==> config.mk <==
export PLATFORM = sky130hd
export DESIGN_NAME = vending_machine_top_flat
export DESIGN_NICKNAME = d
export VERILOG_FILES = /design/src/rtl/vending_machine_top_if.sv /design/src/rtl/vending_machine_top.sv /design/src/flat_wrapper.sv
export SDC_FILE = /design/constraint.sdc
export NUM_CORES = 1
export LEC_CHECK = 0
export ABC_AREA = 1
export BUFFER_PORTS_ARGS = -buffer_cell sky130_fd_sc_hd__buf_2
export CAP_MARGIN = 20
export CELL_PAD_IN_SITES_DETAIL_PLACEMENT = 0
export CELL_PAD_IN_SITES_GLOBAL_PLACEMENT = 2
export CORE_UTILIZATION = 37
export DETAILED_ROUTE_END_ITERATION = 12
export PLACE_DENSITY = 0.95
export SLEW_MARGIN = 5
export SYNTH_ARGS = -nofsm -noshare
export SYNTH_HDL_FRONTEND = slang
export SYNTH_SLANG_ARGS = --single-unit
==> constraint.sdc <==
create_clock -name in_clka -period 7.3 [get_ports in_clka]
set_input_delay 1.095 -clock in_clka [delete_from_list [all_inputs] [get_ports in_clka]]
set_output_delay 1.095 -clock in_clka [all_outputs]
set_load 0.02 [all_outputs]
==> src/rtl/vending_machine_top_if.sv <==
// Front-end / actuator bundle for the vending-machine controller.
// The master side (coin acceptor, buttons) drives in_*; the slave side
// (controller) drives out_* toward the dispenser and coin return.
interface vending_machine_top_if;
  logic [7:0]        in_inserted_5;
  logic [7:0]        in_inserted_1;
  logic [7:0]        in_inserted_05;
  logic [7:0]        in_inserted_025;
  logic              in_sel_a, in_sel_b, in_sel_c, in_sel_d;
  logic              in_next;
  logic              in_finish;

  logic signed [15:0] out_change;
  logic              out_stock_a, out_stock_b, out_stock_c, out_stock_d;
  logic              out_csel_a, out_csel_b, out_csel_c, out_csel_d;
  logic [7:0]        out_change_1;
  logic              out_change_05;
  logic              out_change_025;
  logic              out_spit_a, out_spit_b, out_spit_c, out_spit_d;
  logic [1:0]        out_state;

  modport master (
    output in_inserted_5, in_inserted_1, in_inserted_05, in_inserted_025,
    output in_sel_a, in_sel_b, in_sel_c, in_sel_d, in_next, in_finish,
    input  out_change, out_stock_a, out_stock_b, out_stock_c, out_stock_d,
    input  out_csel_a, out_csel_b, out_csel_c, out_csel_d,
    input  out_change_1, out_change_05, out_change_025,
    input  out_spit_a, out_spit_b, out_spit_c, out_spit_d, out_state
  );

  modport slave (
    input  in_inserted_5, in_inserted_1, in_inserted_05, in_inserted_025,
    input  in_sel_a, in_sel_b, in_sel_c, in_sel_d, in_next, in_finish,
    output out_change, out_stock_a, out_stock_b, out_stock_c, out_stock_d,
    output out_csel_a, out_csel_b, out_csel_c, out_csel_d,
    output out_change_1, out_change_05, out_change_025,
    output out_spit_a, out_spit_b, out_spit_c, out_spit_d, out_state
  );
endinterface

==> src/rtl/vending_machine_top.sv <==
// Vending-machine controller: credit in quarters, four items with stock
// counters, dispense on next, coin change on finish. All outputs come
// straight from registers (or from register-only arithmetic).
module vending_machine_top #(
  parameter int PRICE_A    = 4,
  parameter int PRICE_B    = 6,
  parameter int PRICE_C    = 8,
  parameter int PRICE_D    = 12,
  parameter int STOCK_INIT = 10
) (
  input  logic                 in_clka,
  input  logic                 in_restart,
  vending_machine_top_if.slave bus
);
  typedef enum logic [1:0] {
    IDLE     = 2'b00,
    SELECTED = 2'b01,
    DISPENSE = 2'b10,
    CHANGE   = 2'b11
  } state_t;

  localparam logic [16:0] CREDIT_MAX = 17'd32767;

  // Item index 0..3 = a..d throughout.
  logic [3:0][15:0] price;
  assign price = {16'(PRICE_D), 16'(PRICE_C), 16'(PRICE_B), 16'(PRICE_A)};

  state_t         state_q, state_d;
  logic [15:0]    credit_q, credit_d;
  logic [3:0]     sel_q, sel_d;          // one-hot, 0 = nothing selected
  logic [3:0][7:0] stock_q, stock_d;
  logic [3:0]     spit_q, spit_d;
  logic [7:0]     chg1_q, chg1_d;
  logic           chg05_q, chg05_d, chg025_q, chg025_d;

  logic [16:0]    coin_val, credit_sum;
  logic [15:0]    credit_add, sel_price;
  logic [3:0]     stock_nz, btn, pick;

  assign btn = {bus.in_sel_d, bus.in_sel_c, bus.in_sel_b, bus.in_sel_a};

  // Coin value, saturating credit, selection decode and selected price.
  always_comb begin
    coin_val = 17'(bus.in_inserted_5)  * 17'd20 + 17'(bus.in_inserted_1) * 17'd4
             + 17'(bus.in_inserted_05) * 17'd2  + 17'(bus.in_inserted_025);
    // Coins arriving while change is being paid are not credited.
    credit_sum = (state_q == CHANGE) ? 17'(credit_q) : 17'(credit_q) + coin_val;
    credit_add = (credit_sum > CREDIT_MAX) ? CREDIT_MAX[15:0] : credit_sum[15:0];
    // Highest-priority pressed button wins; if that item is sold out the press is dropped.
    pick = 4'b0000;
    if      (btn[0]) pick = 4'b0001;
    else if (btn[1]) pick = 4'b0010;
    else if (btn[2]) pick = 4'b0100;
    else if (btn[3]) pick = 4'b1000;
    sel_price = 16'd0;
    for (int i = 0; i < 4; i++) begin
      stock_nz[i] = (stock_q[i] != 8'd0);
      if (sel_q[i]) sel_price = price[i];
    end
  end

  // Next-state logic: finish beats next beats select.
  always_comb begin
    state_d  = state_q;
    credit_d = credit_add;
    sel_d    = sel_q;
    stock_d  = stock_q;
    spit_d   = 4'b0000;
    chg1_d   = 8'd0;
    chg05_d  = 1'b0;
    chg025_d = 1'b0;
    case (state_q)
      IDLE, SELECTED: begin
        if (bus.in_finish) begin
          state_d  = CHANGE;
          chg1_d   = (|credit_add[15:10]) ? 8'hFF : credit_add[9:2];
          chg05_d  = credit_add[1];
          chg025_d = credit_add[0];
          credit_d = 16'd0;
          sel_d    = 4'b0000;
        end else if (bus.in_next && state_q == SELECTED && credit_add >= sel_price) begin
          state_d  = DISPENSE;
          credit_d = credit_add - sel_price;
          spit_d   = sel_q;
          sel_d    = 4'b0000;
          for (int i = 0; i < 4; i++)
            if (sel_q[i]) stock_d[i] = stock_q[i] - 8'd1;
        end else if (|(pick & stock_nz)) begin
          state_d = SELECTED;
          sel_d   = pick;
        end
      end
      DISPENSE: state_d = IDLE;
      CHANGE:   state_d = IDLE;
      default:  state_d = IDLE;
    endcase
  end

  // State and datapath registers; reset aborts any session without paying change.
  always_ff @(posedge in_clka or posedge in_restart) begin
    if (in_restart) begin
      state_q  <= IDLE;
      credit_q <= 16'd0;
      sel_q    <= 4'b0000;
      stock_q  <= {4{8'(STOCK_INIT)}};
      spit_q   <= 4'b0000;
      chg1_q   <= 8'd0;
      chg05_q  <= 1'b0;
      chg025_q <= 1'b0;
    end else begin
      state_q  <= state_d;
      credit_q <= credit_d;
      sel_q    <= sel_d;
      stock_q  <= stock_d;
      spit_q   <= spit_d;
      chg1_q   <= chg1_d;
      chg05_q  <= chg05_d;
      chg025_q <= chg025_d;
    end
  end

  assign bus.out_change     = credit_q - sel_price;
  assign bus.out_state      = state_q;
  assign {bus.out_stock_d, bus.out_stock_c, bus.out_stock_b, bus.out_stock_a} = stock_nz;
  assign {bus.out_csel_d, bus.out_csel_c, bus.out_csel_b, bus.out_csel_a}     = sel_q;
  assign {bus.out_spit_d, bus.out_spit_c, bus.out_spit_b, bus.out_spit_a}     = spit_q;
  assign bus.out_change_1   = chg1_q;
  assign bus.out_change_05  = chg05_q;
  assign bus.out_change_025 = chg025_q;
endmodule

==> src/flat_wrapper.sv <==
// flat-port wrapper written by rule: the top's interface ports become plain ports
module vending_machine_top_flat 
#(
  parameter int PRICE_A    = 4,
  parameter int PRICE_B    = 6,
  parameter int PRICE_C    = 8,
  parameter int PRICE_D    = 12,
  parameter int STOCK_INIT = 10
)
  (in_clka, in_restart, bus_in_inserted_5, bus_in_inserted_1, bus_in_inserted_05, bus_in_inserted_025, bus_in_sel_a, bus_in_sel_b, bus_in_sel_c, bus_in_sel_d, bus_in_next, bus_in_finish, bus_out_change, bus_out_stock_a, bus_out_stock_b, bus_out_stock_c, bus_out_stock_d, bus_out_csel_a, bus_out_csel_b, bus_out_csel_c, bus_out_csel_d, bus_out_change_1, bus_out_change_05, bus_out_change_025, bus_out_spit_a, bus_out_spit_b, bus_out_spit_c, bus_out_spit_d, bus_out_state);
  vending_machine_top_if bus_i ();
  input  logic in_clka;
  input  logic in_restart;
  input wire logic [$bits(bus_i.in_inserted_5)-1:0] bus_in_inserted_5;
  input wire logic [$bits(bus_i.in_inserted_1)-1:0] bus_in_inserted_1;
  input wire logic [$bits(bus_i.in_inserted_05)-1:0] bus_in_inserted_05;
  input wire logic [$bits(bus_i.in_inserted_025)-1:0] bus_in_inserted_025;
  input wire logic [$bits(bus_i.in_sel_a)-1:0] bus_in_sel_a;
  input wire logic [$bits(bus_i.in_sel_b)-1:0] bus_in_sel_b;
  input wire logic [$bits(bus_i.in_sel_c)-1:0] bus_in_sel_c;
  input wire logic [$bits(bus_i.in_sel_d)-1:0] bus_in_sel_d;
  input wire logic [$bits(bus_i.in_next)-1:0] bus_in_next;
  input wire logic [$bits(bus_i.in_finish)-1:0] bus_in_finish;
  output wire logic [$bits(bus_i.out_change)-1:0] bus_out_change;
  output wire logic [$bits(bus_i.out_stock_a)-1:0] bus_out_stock_a;
  output wire logic [$bits(bus_i.out_stock_b)-1:0] bus_out_stock_b;
  output wire logic [$bits(bus_i.out_stock_c)-1:0] bus_out_stock_c;
  output wire logic [$bits(bus_i.out_stock_d)-1:0] bus_out_stock_d;
  output wire logic [$bits(bus_i.out_csel_a)-1:0] bus_out_csel_a;
  output wire logic [$bits(bus_i.out_csel_b)-1:0] bus_out_csel_b;
  output wire logic [$bits(bus_i.out_csel_c)-1:0] bus_out_csel_c;
  output wire logic [$bits(bus_i.out_csel_d)-1:0] bus_out_csel_d;
  output wire logic [$bits(bus_i.out_change_1)-1:0] bus_out_change_1;
  output wire logic [$bits(bus_i.out_change_05)-1:0] bus_out_change_05;
  output wire logic [$bits(bus_i.out_change_025)-1:0] bus_out_change_025;
  output wire logic [$bits(bus_i.out_spit_a)-1:0] bus_out_spit_a;
  output wire logic [$bits(bus_i.out_spit_b)-1:0] bus_out_spit_b;
  output wire logic [$bits(bus_i.out_spit_c)-1:0] bus_out_spit_c;
  output wire logic [$bits(bus_i.out_spit_d)-1:0] bus_out_spit_d;
  output wire logic [$bits(bus_i.out_state)-1:0] bus_out_state;
  assign bus_i.in_inserted_5 = bus_in_inserted_5;
  assign bus_i.in_inserted_1 = bus_in_inserted_1;
  assign bus_i.in_inserted_05 = bus_in_inserted_05;
  assign bus_i.in_inserted_025 = bus_in_inserted_025;
  assign bus_i.in_sel_a = bus_in_sel_a;
  assign bus_i.in_sel_b = bus_in_sel_b;
  assign bus_i.in_sel_c = bus_in_sel_c;
  assign bus_i.in_sel_d = bus_in_sel_d;
  assign bus_i.in_next = bus_in_next;
  assign bus_i.in_finish = bus_in_finish;
  assign bus_out_change = bus_i.out_change;
  assign bus_out_stock_a = bus_i.out_stock_a;
  assign bus_out_stock_b = bus_i.out_stock_b;
  assign bus_out_stock_c = bus_i.out_stock_c;
  assign bus_out_stock_d = bus_i.out_stock_d;
  assign bus_out_csel_a = bus_i.out_csel_a;
  assign bus_out_csel_b = bus_i.out_csel_b;
  assign bus_out_csel_c = bus_i.out_csel_c;
  assign bus_out_csel_d = bus_i.out_csel_d;
  assign bus_out_change_1 = bus_i.out_change_1;
  assign bus_out_change_05 = bus_i.out_change_05;
  assign bus_out_change_025 = bus_i.out_change_025;
  assign bus_out_spit_a = bus_i.out_spit_a;
  assign bus_out_spit_b = bus_i.out_spit_b;
  assign bus_out_spit_c = bus_i.out_spit_c;
  assign bus_out_spit_d = bus_i.out_spit_d;
  assign bus_out_state = bus_i.out_state;
  vending_machine_top #(.PRICE_A(PRICE_A), .PRICE_B(PRICE_B), .PRICE_C(PRICE_C), .PRICE_D(PRICE_D), .STOCK_INIT(STOCK_INIT)) u_core (.in_clka(in_clka), .in_restart(in_restart), .bus(bus_i));
endmodule
* After elaboration in Yosys (flattened, before gate mapping)
Cells that the tools add are included.
Word-level totals: input bits 40, logic and storage cells 77, bits in writable memories 0, ROM bits 0, bits in latches 0, memories kept 0, register bits after elaboration 68, output and inout port bits 40
Cells by class: multiply operators 1, bitwise gates (word level) 2, $lt $le $gt $ge 2, equal/unequal tests 4, shift operators 0, reduce and logical (&&, ||, !) cells 17, divide/modulo/power cells 0, mux-type cells 30, add/subtract/negate cells 10
Operators by type and width (count):
- 16-bit 2-to-1 mux | 4
- 4-bit 2-to-1 mux | 12
- 8-bit nonzero test | 4
- 16-bit by 4-bit subtractor with 16-bit output | 2
- 8-bit by 1-bit subtractor with 8-bit output, second input constant | 4
- 8-bit 2-to-1 mux | 3
- 16-bit by 17-bit adder with 17-bit output | 1
- 17-bit by 8-bit adder with 17-bit output | 1
- 17-bit by 9-bit adder with 17-bit output | 1
- 17-bit by 15-bit greater-than comparator with 1-bit output, second input constant | 1
- 17-bit 2-to-1 mux | 1
- 16-bit by 4-bit >= comparator with 1-bit output | 1
- 4-bit AND reduction | 4
- 13-bit by 10-bit adder with 14-bit output | 1
- 8-bit by 3-bit multiplier with 11-bit output, second input constant | 1
- 2-bit 2-to-1 mux | 3
- 3-bit 2-to-1 mux | 2
- 6-bit OR reduction | 1
- 4-bit AND | 1
- 2-bit == test, second input constant | 2
- 1-bit 2-to-1 mux | 4
- 4-bit by 2-bit inequality test with 1-bit output, second input constant | 1
- 2-bit one-hot mux with 2 select lines | 1
- 2-bit OR reduction | 2
- other kinds (7) | 8

* Longest topological paths before layout
Gate-level depths: netlist of the first run.
depth in word-level cells 13, mapped depth 45, gate-level depth less buffers 42

* Worst setup path before layout of the first run
Ideal clock, no wire load.
path type input to register, start point input port bus_in_inserted_5[1], end point register u_core.stock_q[18] in the netlist's numbering, stages on the path 39, data arrival time 7.125 ns, library setup time 0.122 ns, path slack 0.053 ns, data required time 7.178 ns, buffers on the path 4, path through ha_1 ha_1 fa_1 ha_1 a21oi_1 o21ai_0 xor2_1 fa_1 inv_1 fa_1 inv_1 ha_1 nand2_1 nand2_1 inv_1 nand2_1 nand2_1 nand3_1 [... 3 more ...] buf_8 buf_2 inv_1 nor2_1 inv_1 ha_1 a21oi_1 o21ai_0 nor2_1 nand3_2 nor2_4 nand3_2 nand2_4 nor2_4 buf_12 nand2_8 buf_12 o21ai_2
On the way: longest elaborated chain between the ends 11
Ends and longest elaborated chain:
- start, declared | line flat_wrapper.sv:14 | input wire logic [$bits(bus_i.in_inserted_5)-1:0] bus_in_inserted_5;
- 8-bit by 3-bit multiplier with 11-bit output * | line vending_machine_top.sv:44 | coin_val = 17'(bus.in_inserted_5) * 17'd20 + 17'(bus.in_inserted_1) * 17'd4
- 13-bit by 10-bit adder with 14-bit output * | line vending_machine_top.sv:44
- 17-bit by 9-bit adder with 17-bit output * | line vending_machine_top.sv:45 | + 17'(bus.in_inserted_05) * 17'd2 + 17'(bus.in_inserted_025);
- 17-bit by 8-bit adder with 17-bit output * | line vending_machine_top.sv:45
- 16-bit by 17-bit adder with 17-bit output * | line vending_machine_top.sv:47 | credit_sum = (state_q == CHANGE) ? 17'(credit_q) : 17'(credit_q) + coin_val;
- 17-bit 2-to-1 mux * | line vending_machine_top.sv:47
- 17-bit by 15-bit greater-than comparator with 1-bit output | line vending_machine_top.sv:48 | credit_add = (credit_sum > CREDIT_MAX) ? CREDIT_MAX[15:0] : credit_sum[15:0];
- 16-bit 2-to-1 mux * | line vending_machine_top.sv:48
- 16-bit by 4-bit >= comparator with 1-bit output * | line vending_machine_top.sv:81 | end else if (bus.in_next && state_q == SELECTED && credit_add >= sel_price) begin
- 1-bit logical AND * | line vending_machine_top.sv:81
- 4-bit AND reduction (no source line) *
- end signal, assigned | line vending_machine_top.sv:105 | stock_q <= {4{8'(STOCK_INIT)}};
- end signal, assigned | line vending_machine_top.sv:114 | stock_q <= stock_d;
- end, declared | line vending_machine_top.sv:31 | logic [3:0][7:0] stock_q, stock_d;
Mark *: on every way between the ends. The rest lies on a longest branch, timed or not. A chain may end at the register's enable or synchronous reset.

* Final worst setup path of the first run
start point input port bus_in_inserted_5[1], end point register u_core.stock_q[19] in the netlist's numbering
The elaborated chain is that of the path after synthesis.

==> key figures, run 1 <==
Outcome
  – Status: complete, no violations

Placed design
  – Placer Congestion: between 0.8 and 0.9
  – Number of I/O port buffers: a little under 80
  – HPWL Detailed: about 12000 µm
  – Placed cell areas: just over 7000 µm²

Route
  – Wire per inst: 12.8 µm
  – Via count: around 5500
  – Post-Route WL: roughly 15000 µm
  – Drt first pass iters: 4
  – Antenna viol nets, final: 0
  – # DRC: 0
  – Vias per cell: roughly 4.6
  – Initial DRC count: 188

Job
  – Total of max-cap violations: 0

Yosys
  – Post-Synthesis Cells: between 800 and 900
  – Synth cell types: 48
  – Flops & latches, synth: between 60 and 70
  – Mapped Avg Cell Area: 7.49 µm²
  – Dominant synthesized flop cell: dfrtp_1
  – Warnings from Yosys: 0
  – Synthesized net count: 970
  – EDFF count, synth: 0
  – Synthesized area: ~6400 µm²
  – Post-synth ARST share: 100%
  – Register area share after synthesis: 26.9%

Cells and area
  – Final instance area: around 7600 µm²
  – Most common cell after layout, fill and taps aside: nand2_1
  – Diode count: 0
  – Share of cells above drive strength 1: 22.5%
  – Area delta synth->final: 19.2%
  – Leading cell types in the layout, fill and taps excluded: 207 x nand2_1, 119 x inv_1, 84 x nor2_1
  – Post-layout nets: 1088

Worst hold path
  – Hold Path Class: register to register
  – Hold Path Sink: u_core.stock_q[0]
  – Hold wc startpoint: u_core.stock_q[0]
  – Hold-critical path depth: 2

Setup path
  – Crit path launch type: primary input
  – CP dominant cell by count: nand2_1
  – Crit. End Element: register
  – Worst R2R Start: u_core.credit_q[1]
  – R2R depth: 26
  – CP Data Required Time: roughly 7600 ps
  – Reg2reg end: u_core.stock_q[19]
  – Slowest CP cell: fa_1
  – WP data arrival: 7130 ps
  – Critical path class: primary input to register
  – Worst-path fanout max: 12
  – Reg2reg setup slack: about 2700 ps
  – Crit path largest cell delay: ~490 ps

Floorplan
  – Row cnt: 47
  – Initial Util: between 30% and 40%
  – Chip height: around 130 µm
  – Die Width: around 130 µm
  – Die area: 17700 µm²
  – I/O Pins: 80
  – Core area: approximately 17000 µm²

GRT
  – Largest net degree at the start of global routing: 69
  – First-pass GRT wire length: roughly 26000 µm
  – Vias in the first global route: 5409
  – All-Layer GR Usage: between 10% and 20%
  – Initial antenna violation count: 0
  – Congestion Overflow GR: 0

Timing
  – Final min period: slightly below 7000 ps
  – Slew Viols, Final: 0
  – Fmax: 0.146 GHz
  – Fin. Hold Viols: 0
  – Setup violators final: 0
  – Max_slew headroom: 41.6%
  – Clock skew: just under 8 ps
  – Tcrit/Tclk final: a little over nine tenths
  – Slew @ Worst Pin: 877 ps

Clock tree
  – CTS clk-pin slew, worst paths: around 60 ps
  – Root Driver: clkbuf_16
  – Cts bufs inserted: 9
  – Clk buf depth: 2
  – CTS tree: yes
  – Hold_buf cts: 0
  – CTS sink cnt: 68
  – Clk Latency, worst-skew pair: ~340 ps
  – CTS H-tree depth: 3
==> through the flow <==
step,hold slack (ps),cells,setup slack [ps],util (%),TNS (ps)
4_1_cts,475,1191,270,45.0,0
2_1_floorplan,442,849,53.1,-,0
3_3_place_gp,455,1175,-7.77,43.1,-21.6
3_5_place_dp,461,1175,-69.6,43.1,-860
5_1_grt,499,1192,-6.90,45.4,-7.14
6_report,473,1192,454,45.4,0
==> cells in the mapped netlist (2+ instances only) <==
master,number,area [µm²]
or2_2,5,31.3
nor3_1,12,60.1
o22ai_1,2,12.5
nor2_4,2,22.5
buf_12,4,80.1
inv_2,6,22.5
and2_1,4,25.0
xor2_1,30,263
nor2_1,86,323
nor4_1,2,12.5
buf_2,3,15.0
fa_1,19,380
dfrtp_1,60,1500
inv_1,120,450
clkinv_1,3,11.3
nand2_2,22,138
nand3b_1,2,15.0
o21ai_2,9,78.8
nand2_1,209,785
nand3_1,62,310
nor2_2,3,18.8
clkbuf_1,2,7.51
nand2_4,2,22.5
buf_4,2,15.0
ha_1,62,776
o21ai_0,20,100
a31oi_1,2,12.5
dfstp_2,8,210
a211oi_1,3,22.5
xnor2_1,19,166
nand4_1,11,68.8
nand3_2,4,40.0
a21oi_1,32,160
nand2_8,3,60.1
==> metal layers <==
layer,track usage (%),vias to the layer above,routed length [µm]
li1,-,2934,-
met1,24.6,2491,7360
met2,31.0,72,7250
met3,3.56,16,444
met4,4.53,0,197
met5,0,-,0
==> critical path: cells and delay by family <==
kind / cells / cell delay (ps)
AOI/OAI and AO/OA: 2 / 330
xor gates and xnor gates: 2 / 320
adders and majority gates: 8 / 2850
buffers and inverters: 9 / 870
and+or+nand+nor: 18 / 1650
==> layout make-up <==
class                           instances  area (µm²)
Fill cell                            1776        9120
Multi-Input combinational cell        640        4080
Sequential cell                        68        1710
Timing Repair Buffer                  119         708
Inverter                              129         488
Tap cell                              220         275
Clock buffer                           11         253
Clock inverter                          5        58.8
==> worst max-delay path by stage <==
| stage | cells past startpoint | startpoint | end | slack (ps) |
|---|---|---|---|---|
| after floorplan | 39 | bus_in_inserted_5[1] | u_core.stock_q[18] | 50 |
| after global placement | 35 | bus_in_inserted_5[1] | u_core.credit_q[15] | -8 |
| after detailed placement | 37 | bus_in_inserted_5[1] | u_core.credit_q[6] | -70 |
| after CTS | 39 | bus_in_inserted_5[1] | u_core.sel_q[3] | 270 |
| after global routing | 39 | bus_in_inserted_5[1] | u_core.stock_q[20] | -7 |
| final | 39 | bus_in_inserted_5[1] | u_core.stock_q[19] | 450 |
==> state kept, by name (all words and copies together), names as in the netlist <==
name	cells
u_core.credit_q	16
u_core.bus.out_state	2
u_core.bus.out_change_025	1
u_core.bus.out_change_05	1
u_core.sel_q	4
u_core.stock_q	32
u_core.bus.out_change_1	8
u_core.spit_q	4
==> cell families after synthesis <==
logic type	count (synthesis)	synth area share (%)
AND/OR/NAND/NOR	433	31.1
buffers and inverters	141	9.71
adder cells (fa/ha/maj)	81	18.2
AO/OA/AOI/OAI	75	7.07
flip-flops	68	26.9
XOR/XNOR	49	6.75
other	1	0.0590
multiplexers	1	0.158
==> repair_timing <==
item	CTS	global route
buffers inserted	0	1
endpoints found under the hold margin	0	0
setup endpoints to repair	0	56
resized for setup	0	19
Power of run 1 is not shown: default switching activity piles up to over one toggle a cycle in this logic, so the estimate is an artifact.
==> inputs of run 2 (changes only) <==
Settings changed: BUFFER_PORTS_ARGS -buffer_cell sky130_fd_sc_hd__buf_2 to default, CORE_UTILIZATION 37 to 41, DONT_BUFFER_PORTS from default to 1.
==> key figures, run 2 (synthesized netlist as in run 1, its figures left out) <==
Outcome
  – Status: complete, no violations (unchanged)

Cells and area
  – Diode count: 0 (unchanged)
  – Largest register by flop count: u_core.stock_q (unchanged)
  – Most common cell after layout, fill and taps aside: nand2_1 (unchanged)
  – Area delta synth->final: 10.6% (was 19.2%)
  – Finished Layout Cells: 1071 (was 1192)
  – Core Util, Final: 46.4% (was 45.4%)
  – Share of cells above drive strength 1: 13.6% (was 22.5%)
  – Post-layout nets: 999 (was 1088)
  – Max reg flops: 32 (unchanged)
  – Leading cell types in the layout, fill and taps excluded: 208 x nand2_1, 119 x inv_1, 84 x nor2_1 (was 207 x nand2_1, 119 x inv_1, 84 x nor2_1)

Setup path
  – Worst-path fanout max: 12 (unchanged)
  – Delay-heaviest family, CP: adder cells (unchanged)
  – Crit path largest cell delay: 500 ps (was 490 ps)
  – CP Data Required Time: 7540 ps (was 7580 ps)
  – Slowest CP cell: fa_1 (unchanged)
  – R2R depth: 26 (unchanged)
  – Crit. End Element: register (unchanged)
  – Critical path class: primary input to register (unchanged)
  – CP Depth: 38 (was 39)
  – Crit path launch type: primary input (unchanged)
  – WP data arrival: 7050 ps (was 7130 ps)
  – CP bufs+invs: 7 (was 9)
  – CP dominant cell by count: nand2_1 (unchanged)

Clock tree
  – CTS sink cnt: 68 (unchanged)
  – Root Driver: clkbuf_16 (unchanged)
  – CTS clk-pin slew, worst paths: 60 ps (about the same)
  – Hold_buf cts: 0 (unchanged)
  – Clk buf depth: 2 (unchanged)
  – CTS H-tree depth: 3 (unchanged)
  – CTS tree: yes (unchanged)
  – Cts bufs inserted: 9 (unchanged)
  – Clk Latency, worst-skew pair: 350 ps (was 340 ps)

Route
  – Vias per cell: 4.90 (was 4.63)
  – Drt first pass iters: 5 (was 4)
  – Antenna viol nets, final: 0 (unchanged)
  – Post-Route WL: 14700 µm (was 15300 µm)
  – Via count: 5243 (was 5513)
  – Wire per inst: 13.7 µm (was 12.8 µm)
  – Initial DRC count: 297 (was 188)
  – # DRC: 0 (unchanged)

Worst hold path
  – Hold-critical path depth: 2 (unchanged)
  – Hold Path Class: register to register (unchanged)

Floorplan
  – Die Width: 126 µm (was 133 µm)
  – Chip height: 126 µm (was 133 µm)
  – I/O Pins: 80 (unchanged)
  – Initial Util: 42.0% (was 38.1%)
  – Row cnt: 45 (was 47)
  – Core area: 15100 µm² (was 16700 µm²)
  – Die area: 16000 µm² (was 17700 µm²)

GRT
  – Vias in the first global route: 5016 (was 5409)
  – First-pass GRT wire length: 24500 µm (was 26000 µm)
  – Largest net degree at the start of global routing: 69 (unchanged)
  – Initial antenna violation count: 0 (unchanged)
  – Congestion Overflow GR: 0 (unchanged)
  – All-Layer GR Usage: 19.5% (was 18.6%)

Timing
  – RSZ-0062 raised after global routing: false
  – Fmax: 0.147 GHz (was 0.146 GHz)
  – Setup violators final: 0 (unchanged)
  – Slew Viols, Final: 0 (unchanged)
  – Tcrit/Tclk final: 93.3% (was 93.8%)
  – Hold WS: 474 ps (was 473 ps)
  – Final min period: 6810 ps (was 6850 ps)
  – Slew @ Worst Pin: 868 ps (was 877 ps)
  – Clock skew: 10.7 ps (was 7.93 ps)
  – Fin. Hold Viols: 0 (unchanged)
  – Max_slew headroom: 42.1% (was 41.6%)

Job
  – Total of max-cap violations: 0 (unchanged)

Placed design
  – Number of I/O port buffers: 0 (was 79)
  – HPWL Detailed: 12000 µm (was 12400 µm)
  – Cell total after placement: 1053 (was 1175)
  – Placer Congestion: 0.847 (was 0.833)
run 2: worst paths after layout:
| check | from | endpoint | slack, ps |
|---|---|---|---|
| setup / recovery | bus_in_inserted_5[1] | u_core.stock_q[6] | 490 |
| hold / removal | u_core.stock_q[16] | u_core.stock_q[16] | 470 |
| setup reg to reg | u_core.credit_q[1] | u_core.stock_q[6] | 2610 |
| hold reg to reg | u_core.stock_q[16] | u_core.stock_q[16] | 470 |
| max in group asynchronous | in_restart | u_core.stock_q[5] | 5850 |
| min in group asynchronous | in_restart | u_core.stock_q[30] | 890 |
run 2: area by class of cell:
class,instances,area (µm²)
Fill cell,1562,8120
Multi-Input combinational cell,640,4040
Sequential cell,68,1710
Inverter,129,488
Clock buffer,11,243
Tap cell,188,235
Timing Repair Buffer,30,225
Clock inverter,5,85.1
run 2: tightest hold or removal path: cells and delay by family (launching register included):
kind,cells,cell delay [ps]
DFF,1,340
and+or+nand+nor,2,100
run 2: metal layers:
layer	up-vias	track usage (%)	wire length, µm
li1	2746	-	-
met1	2391	25.2	6780
met2	90	33.1	7080
met3	16	3.84	663
met4	0	5.46	157
met5	-	0	0
run 2: stage by stage:
step	setup WS, ps	cell area [µm²]	setup TNS, ps
after floorplan	53.1	6350	0
after global placement	-32.9	6670	-104
after detailed placement	-218	6670	-1870
after CTS	141	7000	0
after global routing	38.4	7030	0
final	487	7030	0
run 2: timing repair:
action / CTS / global route
gates resized for setup: 0 / 11
endpoints found under the setup margin: 0 / 56
setup buffers: 0 / 2
Power of run 2 is left out for the same reason.
==> inputs of run 3 (changes only) <==
Settings changed: RECOVER_POWER from default to 100, REMOVE_ABC_BUFFERS from default to 1.
==> key figures, run 3 (synthesized netlist as in run 1, its figures left out) <==
Cells and area
  – Core Util, Final: 46.2% (was 46.4%)
  – FILL cells: 1586 (was 1562)
  – Final instance area: 7000 µm² (was 7030 µm²)
  – Post-layout nets: 1001 (was 999)
  – Share of cells above drive strength 1: 13.3% (was 13.6%)
  – Leading cell types in the layout, fill and taps excluded: 208 x nand2_1, 120 x inv_1, 86 x nor2_1 (was 208 x nand2_1, 119 x inv_1, 84 x nor2_1)
  – Most common cell after layout, fill and taps aside: nand2_1 (unchanged)
  – Diode count: 0 (unchanged)
  – Largest register by flop count: u_core.stock_q (unchanged)
  – Area delta synth->final: 10.1% (was 10.6%)
  – Max reg flops: 32 (unchanged)

Clock tree
  – CTS clk-pin slew, worst paths: 60 ps (about the same)
  – Hold_buf cts: 0 (unchanged)
  – Clk buf depth: 2 (unchanged)
  – CTS tree: yes (unchanged)
  – Cts bufs inserted: 9 (unchanged)
  – Root Driver: clkbuf_16 (unchanged)
  – CTS sink cnt: 68 (unchanged)
  – Clk Latency, worst-skew pair: 340 ps (was 350 ps)
  – CTS H-tree depth: 3 (unchanged)

Timing
  – Setup TNS: 0 ps (unchanged)
  – Fin. Hold Viols: 0 (unchanged)
  – Clock skew: 8.36 ps (was 10.7 ps)
  – Setup violators final: 0 (unchanged)
  – Final min period: 6830 ps (was 6810 ps)
  – Tcrit/Tclk final: 93.5% (was 93.3%)
  – Max_slew headroom: -143% (was 42.1%)
  – Slew Viols, Final: 69 (was 0)
  – Fmax: 0.147 GHz (about the same)
  – Setup slack after layout: 474 ps (was 487 ps)
  – Slew @ Worst Pin: 3650 ps (was 868 ps)

Route
  – # DRC: 0 (unchanged)
  – Drt first pass iters: 4 (was 5)
  – Post-Route WL: 14600 µm (was 14700 µm)
  – Wire per inst: 13.6 µm (was 13.7 µm)
  – Antenna viol nets, final: 0 (unchanged)
  – Vias per cell: 4.84 (was 4.90)
  – Initial DRC count: 216 (was 297)
  – Via count: 5197 (was 5243)

GRT
  – Initial antenna violation count: 0 (unchanged)
  – Largest net degree at the start of global routing: 69 (unchanged)
  – First-pass GRT wire length: 24700 µm (was 24500 µm)
  – Congestion Overflow GR: 0 (unchanged)
  – Vias in the first global route: 5101 (was 5016)
  – All-Layer GR Usage: 19.8% (was 19.5%)

Job
  – Total of max-cap violations: 1 (was 0)

Setup path
  – R2R depth: 26 (unchanged)
  – Critical path class: primary input to register (unchanged)
  – Worst-path fanout max: 12 (unchanged)
  – CP Depth: 39 (was 38)
  – Slowest CP cell: fa_1 (unchanged)
  – Crit. End Element: register (unchanged)
  – CP Data Required Time: 7540 ps (about the same)
  – Crit path launch type: primary input (unchanged)
  – Crit path largest cell delay: 420 ps (was 500 ps)
  – CP bufs+invs: 6 (was 7)
  – WP data arrival: 7060 ps (was 7050 ps)
  – Delay-heaviest family, CP: adder cells (unchanged)

Outcome
  – Failing checks: capacitance limit, slew limit
  – Status: finished, violations left (was complete, no violations)

Worst hold path
  – Hold-critical path depth: 2 (unchanged)
  – Hold Path Class: register to register (unchanged)

Floorplan
  – Row cnt: 45 (unchanged)
  – Initial Util: 42.0% (unchanged)
  – Core area: 15100 µm² (unchanged)
  – Die area: 16000 µm² (unchanged)
  – I/O Pins: 80 (unchanged)
  – Chip height: 126 µm (unchanged)
  – Die Width: 126 µm (unchanged)

Placed design
  – Number of I/O port buffers: 0 (unchanged)
  – HPWL Detailed: 11800 µm (was 12000 µm)
  – Pre-CTS setup slack: -183 ps (was -218 ps)
  – Placed cell areas: 6660 µm² (was 6670 µm²)
  – Placer Congestion: 0.825 (was 0.847)
-- run 3: tightest hold or removal path, stage by stage (launching register included) --
cell and delay, ps:
dfrtp_1 340, nand2_1 50, nand2_1 50
-- run 3: cell type report --
| type | count | area [µm²] | area share (%) |
|---|---|---|---|
| clock buffer | 11 | 243 | 3.47 |
| inverter | 129 | 488 | 6.97 |
| tap | 188 | 235 | 3.36 |
| timing repair buffer | 31 | 239 | 3.41 |
| multi-input combinational | 640 | 4040 | 57.7 |
| sequential | 68 | 1710 | 24.5 |
| timing repair inverter | 1 | 5.00 | 0.0715 |
| clock inverter | 5 | 37.5 | 0.536 |
-- run 3: final timing paths --
check                                     start                 end  slack, ps
max                        bus_in_inserted_5[1]  u_core.stock_q[20]        470
min                          u_core.stock_q[16]  u_core.stock_q[16]        470
max reg2reg                  u_core.credit_q[1]  u_core.stock_q[20]       2640
min reg2reg                  u_core.stock_q[16]  u_core.stock_q[16]        470
max in group asynchronous            in_restart   u_core.stock_q[5]       3190
min in group asynchronous            in_restart  u_core.stock_q[29]       2060
-- run 3: through the flow --
stage,std cells,hold slack [ps]
finish,1073,473
global route,1073,493
CTS,1068,474
detailed placement,1052,460
global placement,1052,453
floorplan,837,442
-- run 3: repair_timing --
item,CTS,global route
setup buffers,0,4
endpoints found under the setup margin,0,57
gates resized for setup,0,9
-- run 3: layer usage --
layer,global-route usage [%],routed length [µm],vias to the layer above
met3,5.31,736,10
met1,24.8,6720,2356
met4,4.96,155,0
li1,-,-,2759
met2,33.7,7010,72
met5,0,0,-
Power of run 3 is left out for the same reason.
